$ cat src/rtl/mext_pkg.sv
// mext_pkg: shared operand width, M-extension multiply encodings and control FSM states
package mext_pkg;
  localparam int XLEN = 32;
  typedef enum logic [2:0] {
    OP_MUL    = 3'b000,
    OP_MULH   = 3'b001,
    OP_MULHSU = 3'b010,
    OP_MULHU  = 3'b011
  } op_e;
  typedef enum logic [1:0] {S_IDLE, S_CALC, S_DONE} state_e;
endpackage

$ cat src/rtl/mul_core.sv
// mul_core: iterative unsigned shift-add multiplier, first partial product folded into the start cycle
module mul_core #(
  parameter int XLEN     = mext_pkg::XLEN,
  parameter int MUL_ITER = 32
) (
  input  logic              clk,
  input  logic              reset,
  input  logic              start,
  input  logic              abort,
  input  logic [XLEN-1:0]   a,
  input  logic [XLEN-1:0]   b,
  output logic              busy,
  output logic              done,
  output logic [2*XLEN-1:0] product
);
  localparam int CW = $clog2(MUL_ITER + 1);
  logic [2*XLEN-1:0] r_acc, r_mc;
  logic [XLEN-1:0] r_mp;
  logic [CW-1:0] r_cnt;
  logic r_busy, r_done;
  always_ff @(posedge clk) begin
    if (reset || abort) begin
      r_busy <= 1'b0;
      r_done <= 1'b0;
      r_cnt  <= '0;
    end else if (start) begin
      r_acc  <= b[0] ? {{XLEN{1'b0}}, a} : '0;
      r_mc   <= {{(XLEN-1){1'b0}}, a, 1'b0};
      r_mp   <= b >> 1;
      r_cnt  <= CW'(MUL_ITER - 1);
      r_busy <= 1'b1;
      r_done <= 1'b0;
    end else if (r_busy) begin
      r_acc  <= r_acc + (r_mp[0] ? r_mc : '0);
      r_mc   <= r_mc << 1;
      r_mp   <= r_mp >> 1;
      r_cnt  <= r_cnt - CW'(1);
      r_busy <= r_cnt != CW'(1);
      r_done <= r_cnt == CW'(1);
    end else begin
      r_done <= 1'b0;
    end
  end
  assign busy    = r_busy;
  assign done    = r_done;
  assign product = r_acc;
endmodule

$ cat src/rtl/mext_mul_ctrl.sv
// mext_mul_ctrl: MUL/MULH/MULHSU/MULHU sequencer around mul_core with a one-entry operand cache
module mext_mul_ctrl import mext_pkg::*; #(
  parameter int XLEN     = mext_pkg::XLEN,
  parameter int MUL_ITER = 32
) (
  input  logic            clk,
  input  logic            reset,
  input  logic            valid_i,
  input  logic [2:0]      funct3_i,
  input  logic [XLEN-1:0] rs1_i,
  input  logic [XLEN-1:0] rs2_i,
  input  logic            flush_i,
  output logic            stall_o,
  output logic            done_o,
  output logic [XLEN-1:0] result_o
);
  state_e r_state, w_next;
  logic [XLEN-1:0] r_rs1, r_rs2, r_c_rs1, r_c_rs2, w_a, w_b;
  logic [2:0] r_f3, r_c_f3;
  logic r_neg, r_cv;
  logic [2*XLEN-1:0] r_c_prod, w_prod, w_corr;
  logic w_acc, w_hit, w_n1, w_n2, w_start, w_abort, w_busy, w_cdone;
  assign w_acc   = r_state == S_IDLE && valid_i && !funct3_i[2];
  // low product bits do not depend on signedness, so a MUL can reuse any cached product
  assign w_hit   = r_cv && rs1_i == r_c_rs1 && rs2_i == r_c_rs2 &&
                   (funct3_i == r_c_f3 || funct3_i == OP_MUL);
  assign w_n1    = (funct3_i == OP_MULH || funct3_i == OP_MULHSU) && rs1_i[XLEN-1];
  assign w_n2    = funct3_i == OP_MULH && rs2_i[XLEN-1];
  assign w_a     = w_n1 ? -rs1_i : rs1_i;
  assign w_b     = w_n2 ? -rs2_i : rs2_i;
  assign w_start = w_acc && !w_hit;
  assign w_abort = r_state == S_CALC && flush_i;
  assign w_corr  = r_neg ? -w_prod : w_prod;
  mul_core #(.XLEN(XLEN), .MUL_ITER(MUL_ITER)) u_core (
    .clk(clk), .reset(reset), .start(w_start), .abort(w_abort),
    .a(w_a), .b(w_b), .busy(w_busy), .done(w_cdone), .product(w_prod)
  );
  always_comb begin
    w_next = r_state;
    if (r_state == S_IDLE) w_next = w_acc ? (w_hit ? S_DONE : S_CALC) : S_IDLE;
    else if (r_state == S_CALC) w_next = flush_i ? S_IDLE : (w_cdone && !w_busy) ? S_DONE : S_CALC;
    else w_next = S_IDLE;
  end
  always_ff @(posedge clk) begin
    if (reset) begin
      r_state <= S_IDLE;
      r_cv    <= 1'b0;
    end else begin
      r_state <= w_next;
      if (w_acc) begin
        r_rs1 <= rs1_i;
        r_rs2 <= rs2_i;
        r_f3  <= funct3_i;
        r_neg <= w_n1 ^ w_n2;
      end
      if (r_state == S_CALC && w_next == S_DONE) begin
        r_cv     <= 1'b1;
        r_c_rs1  <= r_rs1;
        r_c_rs2  <= r_rs2;
        r_c_f3   <= r_f3;
        r_c_prod <= w_corr;
      end
    end
  end
  assign stall_o  = w_acc || r_state == S_CALC;
  assign done_o   = r_state == S_DONE;
  assign result_o = !done_o ? '0 : r_f3 == OP_MUL ? r_c_prod[XLEN-1:0] : r_c_prod[2*XLEN-1:XLEN];
endmodule

$ cat config.mk
export PLATFORM = sky130hd
export DESIGN_NAME = mext_mul_ctrl
export DESIGN_NICKNAME = d
export VERILOG_FILES = /design/src/rtl/mext_pkg.sv /design/src/rtl/mul_core.sv /design/src/rtl/mext_mul_ctrl.sv
export SDC_FILE = /design/constraint.sdc
export NUM_CORES = 1
export LEC_CHECK = 0
export ABC_AREA = 1
export CELL_PAD_IN_SITES_DETAIL_PLACEMENT = 0
export CELL_PAD_IN_SITES_GLOBAL_PLACEMENT = 1
export CORE_ASPECT_RATIO = 0.8
export CORE_UTILIZATION = 49
export DETAILED_ROUTE_END_ITERATION = 6
export GPL_TIMING_DRIVEN = 0
export PLACE_DENSITY_LB_ADDON = 0.12
export SKIP_LAST_GASP = 1
export SLEW_MARGIN = 20
export SYNTH_ARGS = -nofsm -noshare
export SYNTH_HDL_FRONTEND = slang
export SYNTH_HIERARCHICAL = 1
export SYNTH_SLANG_ARGS = --single-unit
$ cat constraint.sdc
create_clock -name clk -period 21.5 [get_ports clk]
set_input_delay 4.3 -clock clk [delete_from_list [all_inputs] [get_ports clk]]
set_output_delay 4.3 -clock clk [all_outputs]
set_load 0.01 [all_outputs]
== Word level (Yosys, flattened, before mapping) ==
Cells that the tools add are included.
W data, S select, Z words.
Operators by class
  reduce and logical (&&, ||, !) cells: 27
  mux-type cells: 23
  bitwise gates (word level): 4
  $add $sub $neg: 5
  equal/unequal tests: 10
Operators by type and width (count)
  $mux W64: 5
  $mux W32: 5
  $add A64 B64 Y64: 1
  $eq A32 B32 Y1: 2
  $neg A32 Y32: 2
  $neg A64 Y64: 1
  $mux W31: 2
  $mux W33: 1
  $mux W2: 6
  $logic_and A1 B1 Y1: 11
  $mux W5: 2
  $eq A6 B1 Y1 const B: 1
  $logic_not A3 Y1: 2
  $ne A6 B1 Y1 const B: 1
  $reduce_and A2 Y1: 3
  $sub A6 B1 Y6 const B: 1
  $eq A2 B2 Y1 const B: 2
  $logic_or A1 B1 Y1: 4
  $eq A3 B1 Y1 const B: 1
  $eq A3 B2 Y1 const B: 1
  $eq A3 B3 Y1: 1
  $logic_not A1 Y1: 3
  $not A1 Y1: 3
  $reduce_or A3 Y1: 1
  other kinds (6): 7
Word-level totals
  bits in registers: 368
  word-level logic and storage cells: 87
  input bits: 71
  output and inout port bits: 34

== Longest topological paths before layout ==
Gate-level depths: netlist (run 1).
  word-level depth: 10
  depth in mapped cells: 19
  mapped depth without buffers: 17

== By module ==
Netlist (run 1), hierarchy kept.
Modules (own cells, without submodules)
  mul_core: area each 12959.9 um2, instances 1, seq. area each 4904.7 um2, cells an instance 1966
  mext_mul_ctrl: area each 11677.4 um2, instances 1, seq. area each 6035.8 um2, cells an instance 1394

== Least setup slack after synthesis (run 1) ==
OpenSTA, ideal clock, no wires.
  path kind: input to register
  from: input port rs2_i[9]
  to: register u_core.r_acc[10], in the netlist u_core/product[10] (enable)
  library setup time: 0.677 ns
  data required time: 20.823 ns
  path buffers: 1
  slack: 8.838 ns
  arrival: 11.984 ns
  cell stages on the path: 12
  cell sequence: inv_1 or2_2 nand3_1 nor2_1 nand2_1 nor2_1 nand3_1 nand2_1 inv_1 clkbuf_1 nor2_1 nor2_1
On the way
  longest elaborated chain between the ends: 7
RTL lines
  start, declared: RTL line mext_mul_ctrl.sv:11  | input logic [XLEN-1:0] rs2_i,
  $eq A32 B32 Y1: RTL line mext_mul_ctrl.sv:25  | assign w_hit = r_cv && rs1_i == r_c_rs1 && rs2_i == r_c_rs2 &&
  $logic_and A1 B1 Y1 (2 in series): RTL line mext_mul_ctrl.sv:25
  $logic_not A1 Y1: RTL line mext_mul_ctrl.sv:31  | assign w_start = w_acc && !w_hit;
  $logic_and A1 B1 Y1: RTL line mext_mul_ctrl.sv:31
  named net w_start: RTL line mext_mul_ctrl.sv:22  | logic w_acc, w_hit, w_n1, w_n2, w_start, w_abort, w_busy, w_cdone;
  $reduce_bool A2 Y1 (no line)
  $reduce_and A2 Y1 (no line)
  end signal, assigned: RTL line mul_core.sv:27  | r_acc <= b[0] ? {{XLEN{1'b0}}, a} : '0;
  end signal, assigned: RTL line mul_core.sv:34  | r_acc <= r_acc + (r_mp[0] ? r_mc : '0);
  end, declared: RTL line mul_core.sv:17  | logic [2*XLEN-1:0] r_acc, r_mc;
The timed path passes the listed nets, and every way through them passes these cells.
A chain may end at the register's enable or synchronous reset.

== Worst setup path after layout (run 1) ==
  from: input port funct3_i[2]
  to: output port stall_o
On the way
  longest elaborated chain between the ends: 3
RTL lines
  start, declared: RTL line mext_mul_ctrl.sv:9  | input logic [2:0] funct3_i,
  $logic_not A1 Y1: RTL line mext_mul_ctrl.sv:23  | assign w_acc = r_state == S_IDLE && valid_i && !funct3_i[2];
  $logic_and A1 B1 Y1: RTL line mext_mul_ctrl.sv:23
  $logic_or A1 B1 Y1: RTL line mext_mul_ctrl.sv:65  | assign stall_o = w_acc || r_state == S_CALC;
  end, declared: RTL line mext_mul_ctrl.sv:13  | output logic stall_o,
No other way between the ends.

==> results.py, run 1 <==
metrics = {
    "synthesis": {
        "yosysWarnings": 6,
        "ys_seq_area_frac": 0.444,
        "synthArstFlopShare": 0,
        "synth_edf_count": 357,
        "netlist_instances": 3360,
        "syn_area_um2": 24600,
        "syn_avg_cell_area_um2": 7.33,
        "synth.distinct_cells": 49,
        "yosys_register_bits": 368,
        "ys.flop_type": "edfxtp_1",
        "synth.net_count": 3499,
    },
    "floorplanning": {
        "start_util": 0.496,
        "dieArea_um2": 51200,
        "ios": 105,
        "die_x_um": 253,
        "rows": 73,
        "core_area_um2": 49700,
        "dieHeight_um": 203,
    },
    "grt": {
        "grt_max_degree": 30,
        "antenna_found_initial": 2,
        "grt_pass1_wl_mm": 124,
        "grt_pass1_vias": 20900,
        "track_usage": 0.323,
        "grt_overflow": 0,
    },
    "sta": {
        "worst_slew_pin_slew_ns": 1.12,
        "setup_viol": 0,
        "final_hold_viol_count": 0,
        "relSlewSlack": 0.245,
        "holdWs_ns": 0.415,
        "max_freq_ghz": 0.0989,
        "final.setup.worst_slack_ns": 11.39,
        "period_share": 0.470,
        "slew_violations": 0,
        "skew_ns": 0.0286,
        "setup_tns_ns": 0,
        "finalCriticalPeriod_ns": 10.11,
        "rsz0062_at_grt": "no",
    },
    "clock_tree": {
        "clockBufferDepth": 3,
        "cts_setup_buffers": 0,
        "ctsHoldBuffers": 0,
        "cts_max_level": 2,
        "cts_sinks": 368,
        "clkTransAtPathRegs_ns": 0.07,
        "cts_buffers": 40,
        "root_buffer": "clkbuf_16",
        "cts_tree": "built",
        "clk_latency_ns": 0.58,
        "cts_resized": 0,
    },
    "min_path": {
        "hp-class": "flop to flop",
    },
    "critical_path": {
        "path_class": "input pin to output port",
        "cp.arrival_ns": 5.81,
        "start_kind": "input pin",
        "crit_fanout": 4,
        "worstSetupEndpointType": "output port",
        "critPathRequiredTime_ns": 17.20,
    },
    "job": {
        "maxCapViolations": 0,
    },
    "power_and_ir_drop": {
        "power.density_nw_per_um2": 67.5,
        "p_leak_uw": 0.0135,
        "peakVddDrop_uv": 62.7,
    },
    "layout": {
        "antenna_cells": 0,
        "layout_commonest_cell": "nand2_1",
        "layout_common_cells": "1150 x nand2_1, 602 x inv_1, 403 x nor2_1, 357 x edfxtp_1, 115 x o21ai_0",
        "area_growth_pct": 14.9,
        "multi_input_area_um2": 11200,
        "seqCellArea_um2": 10900,
        "fin_nets": 3660,
        "drive_above_1_share": 0.0639,
        "fillers": 4853,
    },
    "drt": {
        "ant_nets": 0,
        "drtIter0Drc": 2236,
        "finalWirelength_mm": 81.9,
        "dr.pass1.iters": 5,
        "routed-via-count": 22200,
        "wire_per_inst_um": 19.4,
        "drc": 0,
        "vias_per_cell": 5.26,
    },
    "placed_design": {
        "dp_slack_ns": 11.39,
        "place.gp.congestion": 1.01,
        "io_buffers": 104,
        "dp_hpwl_mm": 67.1,
    },
    "run_status": {
        "status": "finished clean",
    },
}
[final cells by class]
class	count	share of cell area
Inverter	612	0.0811
Timing Repair Buffer	119	0.0495
Sequential cell	368	0.386
Buffer	57	0.00888
Tap cell	675	0.0298
Multi-Input combinational cell	2323	0.395
Clock buffer	47	0.0374
Clock inverter	24	0.0122
[critical path, stage by stage]
cell and delay, ns:
clkdlybuf4s50_1 0.50, inv_1 0.13, nand4_1 0.19, nand2_1 0.12
clkdlybuf4s50_1 0.57
[Yosys cell counts (3+ instances only)]
library cell,n,area [µm²]
a21oi_2,4,35.0
clkbuf_1,43,161
nand3_1,108,541
a21oi_1,94,470
o32ai_1,3,26.3
nand2_2,42,263
buf_1,3,11.3
nor3_2,9,90.1
nor3_1,26,130
nand4_1,40,250
ha_1,67,838
nor2_1,406,1520
edfxtp_1,357,10700
dfxtp_1,11,220
nor4_1,7,43.8
nand2_1,1150,4320
and2_1,9,56.3
and3_1,3,18.8
xnor2_1,26,228
o22ai_1,10,62.6
buf_6,3,33.8
nand3b_1,4,30.0
inv_1,602,2260
o211ai_1,5,37.5
xor2_1,93,815
o21ai_0,115,576
o21bai_1,6,45.0
inv_2,9,33.8
buf_2,6,30.0
o21ai_2,4,35.0
nor2_4,5,56.3
a31oi_1,4,25.0
nand3_2,16,160
o21ai_1,12,60.1
nor2_2,38,238
[logic make-up (layout without fill, tap and decap cells)]
group                    count (synthesis)  count (layout)  synth area share
flip-flops                             368             368             0.444
adder cells (fa/ha/maj)                 68              68            0.0348
AND/OR/NAND/NOR                       1872            1872             0.317
XOR/XNOR                               119             119            0.0423
AO/OA/AOI/OAI                          264             264            0.0584
buffers and inverters                  669             859             0.103
[report_power, final]
group | internal [µW] | switching [µW]
clock network | 440 | 304
logic | 100 | 220
registers | 822 | 24.3
total | 1360 | 549
[worst paths after layout]
kind	cells past startpoint	endpoint	slack, ns	startpoint
worst min-delay path	0	r_c_rs1[15]	0.41	r_rs1[15]
worst min register to register	0	r_c_rs1[15]	0.41	r_rs1[15]
worst max register to register	19	u_core/product[58]	16.94	r_c_rs1[10]
worst max-delay path	5	stall_o	11.39	funct3_i[2]
[registers in the layout, indices dropped and copies added, names as in the netlist]
name	cells
r_c_rs2	32
u_core/r_cnt	6
u_core/r_mp	31
r_c_rs1	32
r_rs2	32
u_core/r_mc	63
r_c_f3	3
r_neg	1
u_core/product	64
u_core/done	1
u_core/busy	1
r_rs1	32
r_c_prod	64
r_state	2
r_f3	3
r_cv	1
[routing by layer]
layer  wire length (µm)  GRT usage  up-vias
met4               1740     0.0758        2
met1              40000      0.503    10500
met2              33100      0.460      776
met5                  9          0        -
li1                   -          -    10900
met3               7090     0.0595       96
[metrics by stage]
stage               cell area, µm²  utilization  instances  power (µW)
floorplan                    24600            -       3360        1050
global placement             26500        0.534       4139        1170
detailed placement           26900        0.541       4154        1170
CTS                          28300        0.570       4225        1920
global route                 28300        0.570       4225        1990
finish                       28300        0.570       4225        1910
(Power assumes the default switching activity.)
==> run 2, diff against run 1 <==
CORE_UTILIZATION = 46   (was 49)
clock period = 9.8 ns   (was 21.5 ns; I/O delays follow)
==> results.py, run 2 (synthesis results as in run 1) <==
metrics = {
    "clock_tree": {
        "cts_resized": 0,
        "clockBufferDepth": 3,
        "clk_latency_ns": 0.58,
        "ctsHoldBuffers": 0,
        "cts_sinks": 368,
        "cts_tree": "built",
        "clkTransAtPathRegs_ns": 0.07,
        "cts_setup_buffers": 0,
        "root_buffer": "clkbuf_16",
        "cts_max_level": 2,
        "cts_buffers": 41,
    },
    "sta": {
        "rsz0062_at_grt": "no",
        "slew_violations": 0,
        "setup_viol": 0,
        "final_hold_viol_count": 0,
        "relSlewSlack": 0.265,
        "period_share": 0.645,
        "skew_ns": 0.0220,
        "worst_slew_pin_slew_ns": 1.09,
        "holdWs_ns": 0.415,
        "max_freq_ghz": 0.158,
        "finalCriticalPeriod_ns": 6.32,
    },
    "grt": {
        "grt_pass1_wl_mm": 125,
        "track_usage": 0.309,
        "grt_pass1_vias": 20600,
        "antenna_found_initial": 2,
        "grt_overflow": 0,
        "grt_max_degree": 30,
    },
    "layout": {
        "fillers": 5152,
        "final_area_um2": 28300,
        "area_growth_pct": 14.9,
        "antenna_cells": 0,
        "fin_nets": 3661,
        "drive_above_1_share": 0.0627,
        "multi_input_area_um2": 11200,
        "layout_commonest_cell": "nand2_1",
        "layout_common_cells": "1150 x nand2_1, 602 x inv_1, 403 x nor2_1, 357 x edfxtp_1, 115 x o21ai_0",
        "seqCellArea_um2": 10900,
    },
    "floorplanning": {
        "start_util": 0.468,
        "dieArea_um2": 54500,
        "ios": 105,
        "dieHeight_um": 209,
        "rows": 75,
        "core_area_um2": 52600,
        "die_x_um": 261,
    },
    "critical_path": {
        "crit_path_cell_trace": "clkdlybuf4s50_1, inv_1, o21ai_0, nor2_1, nand2_1, nor2_1, nand2_1, nor2_1, nand3_1, nand2_1, inv_1, clkbuf_1, nor2_1, nor2_4, buf_16, buf_16, buf_12, buf_16, buf_12, buf_12",
        "slowest_stage": "clkbuf_1",
        "start_kind": "input pin",
        "path_class": "input pin to flop",
        "cpMostUsedCell": "nor2_1",
        "cpPeakStageDelay_ns": 0.67,
        "cp.arrival_ns": 6.59,
        "crit_fanout": 29,
        "worstSetupEndpointType": "flop",
        "critPathRequiredTime_ns": 10.07,
    },
    "run_status": {
        "failed_checks": "design-rule violations",
        "status": "complete, but fails checks",
    },
    "drt": {
        "dr.pass1.iters": 7,
        "drtIter0Drc": 2513,
        "ant_nets": 0,
        "vias_per_cell": 5.19,
        "wire_per_inst_um": 19.6,
        "finalWirelength_mm": 83.3,
        "routed-via-count": 22100,
        "drc": 4,
    },
    "power_and_ir_drop": {
        "power.density_nw_per_um2": 148,
        "peakVddDrop_uv": 105,
        "p_leak_uw": 0.0135,
    },
    "job": {
        "maxCapViolations": 0,
    },
    "placed_design": {
        "placed_area_um2": 26900,
        "io_buffers": 104,
        "dp_hpwl_mm": 68.1,
        "place.gp.congestion": 1.00,
    },
    "min_path": {
        "hp-class": "flop to flop",
    },
}
## run 2: cell count changes in the layout (fill, tap and decap cells not counted), sizes merged
cell	delta
clkinv	-3
clkbuf	+8
bufinv	-1
inv	+3
clkinvlp	-3
## run 2: path summary, 6_finish.rpt
path                                 start            endpoint  slack, ns  cells past startpoint
worst max-delay path             rs2_i[23]  u_core/product[63]       3.48                     20
worst min-delay path             r_rs2[30]         r_c_rs2[30]       0.41                      0
worst max register to register  r_c_rs1[3]  u_core/product[63]       5.16                     17
worst min register to register   r_rs2[30]         r_c_rs2[30]       0.41                      0
## run 2: layer usage
metal	wire [µm]	GRT usage	up-vias
li1	-	-	10900
met1	42000	0.492	10400
met2	33300	0.434	739
met3	6590	0.0494	82
met4	1410	0.0615	2
met5	13	0	-
## run 2: metrics by stage
stage	setup WS, ns	power [µW]	setup TNS (ns)	cells	utilization
2_1_floorplan	1.57	2310	0	3360	-
3_3_place_gp	-1.75	2560	-451.51	4157	0.504
3_5_place_dp	2.98	2580	0	4172	0.511
4_1_cts	3.58	4210	0	4247	0.538
5_1_grt	3.34	4350	0	4247	0.538
6_report	3.48	4190	0	4247	0.538
## run 2: cell type report
type,instances,share of cell area
Multi-Input combinational cell,2323,0.395
Sequential cell,368,0.387
Inverter,612,0.0812
Timing Repair Buffer,119,0.0492
Clock buffer,55,0.0395
Tap cell,693,0.0306
Clock inverter,20,0.00928
Buffer,57,0.00889
## run 2: worst max-delay path, delay by kind of cell
family / cells / cell delay, ns
compound gates: 1 / 0.28
buf+inv: 10 / 2.92
simple gates: 9 / 1.34
## run 2: power by group
group	total, µW	internal, µW	switching, µW
Combinational	705	221	484
Sequential	1860	1800	54.1
Clock	1630	962	666
Total	4190	2990	1200
==> run 3, diff against run 2 <==
CORE_UTILIZATION = 41   (was 46)
clock period = 5.3 ns   (was 9.8 ns; I/O delays follow)
==> results.py, run 3 (synthesis results as in run 1) <==
metrics = {
    "placed_design": {
        "dp_slack_ns": -0.655,
        "placed_area_um2": 27000,
        "place.gp.congestion": 0.970,
        "placed_cells": 4249,
        "dp_hpwl_mm": 71.1,
        "io_buffers": 104,
    },
    "clock_tree": {
        "clk_latency_ns": 0.59,
        "cts_sinks": 368,
        "root_buffer": "clkbuf_16",
        "cts_tree": "built",
        "clockBufferDepth": 3,
        "ctsHoldBuffers": 0,
        "cts_buffers": 42,
        "cts_max_level": 2,
        "clkTransAtPathRegs_ns": 0.06,
    },
    "power_and_ir_drop": {
        "power.density_nw_per_um2": 280,
        "p_leak_uw": 0.0136,
        "peakVddDrop_uv": 274,
        "fin_total_pwr_uw": 7990,
    },
    "floorplanning": {
        "core_area_um2": 58700,
        "dieHeight_um": 221,
        "ios": 105,
        "rows": 79,
        "start_util": 0.420,
        "die_x_um": 276,
        "dieArea_um2": 61100,
    },
    "grt": {
        "track_usage": 0.282,
        "grt_pass1_vias": 20400,
        "grt_overflow": 0,
        "grt_max_degree": 30,
        "grt_pass1_wl_mm": 129,
        "antenna_found_initial": 2,
    },
    "critical_path": {
        "worstSetupEndpointType": "flop",
        "path_class": "input pin to flop",
        "slowest_stage": "clkdlybuf4s50_1",
        "cpMostUsedCell": "nand2_1",
        "start_kind": "input pin",
        "crit_path_cell_trace": "clkdlybuf4s50_1, inv_1, nand2_1, nand2_1, nor2_1, nand2_1, nor2_1, nand2_1, nor2_1, nand3_1, nand2_1, inv_1, clkbuf_2, nor2_1, nor2_4, buf_16, buf_16, buf_12, buf_12, buf_16, buf_12",
        "critPathRequiredTime_ns": 5.59,
        "cpPeakStageDelay_ns": 0.53,
        "cp.arrival_ns": 5.37,
        "crit_fanout": 29,
    },
    "layout": {
        "layout_common_cells": "1150 x nand2_1, 602 x inv_1, 403 x nor2_1, 357 x edfxtp_1, 115 x o21ai_0",
        "fin_nets": 3663,
        "antenna_cells": 0,
        "final_area_um2": 28500,
        "fin_util": 0.486,
        "drive_above_1_share": 0.0641,
        "area_growth_pct": 15.8,
        "instances_no_fill": 4325,
        "layout_commonest_cell": "nand2_1",
    },
    "sta": {
        "worst_slew_pin_slew_ns": 1.04,
        "max_freq_ghz": 0.197,
        "slew_violations": 0,
        "period_share": 0.959,
        "finalCriticalPeriod_ns": 5.08,
        "final_hold_viol_count": 0,
        "final.setup.worst_slack_ns": 0.216,
        "rsz0062_at_grt": "no",
        "skew_ns": 0.0178,
        "setup_viol": 0,
        "relSlewSlack": 0.305,
    },
    "run_status": {
        "status": "finished clean",
    },
    "drt": {
        "finalWirelength_mm": 86.1,
        "drc": 0,
        "drtIter0Drc": 2194,
        "vias_per_cell": 5.05,
        "ant_nets": 0,
        "dr.pass1.iters": 5,
        "routed-via-count": 21800,
        "wire_per_inst_um": 19.9,
    },
    "job": {
        "maxCapViolations": 0,
    },
    "min_path": {
        "hp-class": "flop to flop",
    },
}
==> run 3: cell count changes in the layout (fill, tap and decap cells not counted), sizes merged <==
| cell | before | now |
|---|---|---|
| clkinvlp | 2 | 0 |
| clkbuf | 98 | 90 |
| bufinv | 6 | 10 |
| buf | 29 | 30 |
| clkinv | 10 | 17 |
==> run 3: final timing paths <==
path                   start         endpoint  slack, ns  cells after the start
hold / removal     r_rs2[20]      r_c_rs2[20]       0.41                      0
hold reg to reg    r_rs2[20]      r_c_rs2[20]       0.41                      0
setup reg to reg  r_c_rs2[8]  u_core/r_mc[63]       0.97                     20
setup / recovery   rs2_i[12]  u_core/r_mc[63]       0.22                     21
==> run 3: layer usage <==
layer,vias up,track usage,routed length (µm)
li1,10800,-,-
met3,68,0.0351,5750
met1,10300,0.457,45000
met4,0,0.0470,1080
met2,654,0.398,34200
met5,-,0,0
==> run 3: area by class of cell <==
cell class | instances | area [µm²]
clock buffers | 47 | 1070
clock inverters | 29 | 434
inverters | 612 | 2300
fillers | 5931 | 30200
multi-input cells | 2323 | 11200
repair buffers | 120 | 1410
flip-flops and latches | 368 | 10900
well taps | 769 | 962
plain buffers | 57 | 253
==> run 3: worst max-delay path: cells and delay by family <==
kind	cells	cell delay, ns
and+or+nand+nor	11	1.55
buffers and inverters	10	2.68
==> run 3: timing repair <==
| action | in CTS | in global routing |
|---|---|---|
| buffers inserted | 0 | 0 |
| endpoints found under the hold margin | 0 | 0 |
| endpoints found under the setup margin | 29 | 0 |
| gates resized for setup | 1 | 0 |
==> run 3: power breakdown <==
part / internal (µW) / switching [µW] / total [µW]
Sequential: 3330 / 99.8 / 3430
Clock: 1950 / 1290 / 3250
Combinational: 407 / 903 / 1310
Total: 5690 / 2300 / 7990
==> run 3: through the flow <==
stage          setup TNS (ns)  hold slack [ns]
2_1_floorplan               0            0.400
5_1_grt                     0            0.418
3_3_place_gp          -852.05            0.400
6_report                    0            0.409
4_1_cts                     0            0.410
3_5_place_dp           -37.55            0.405
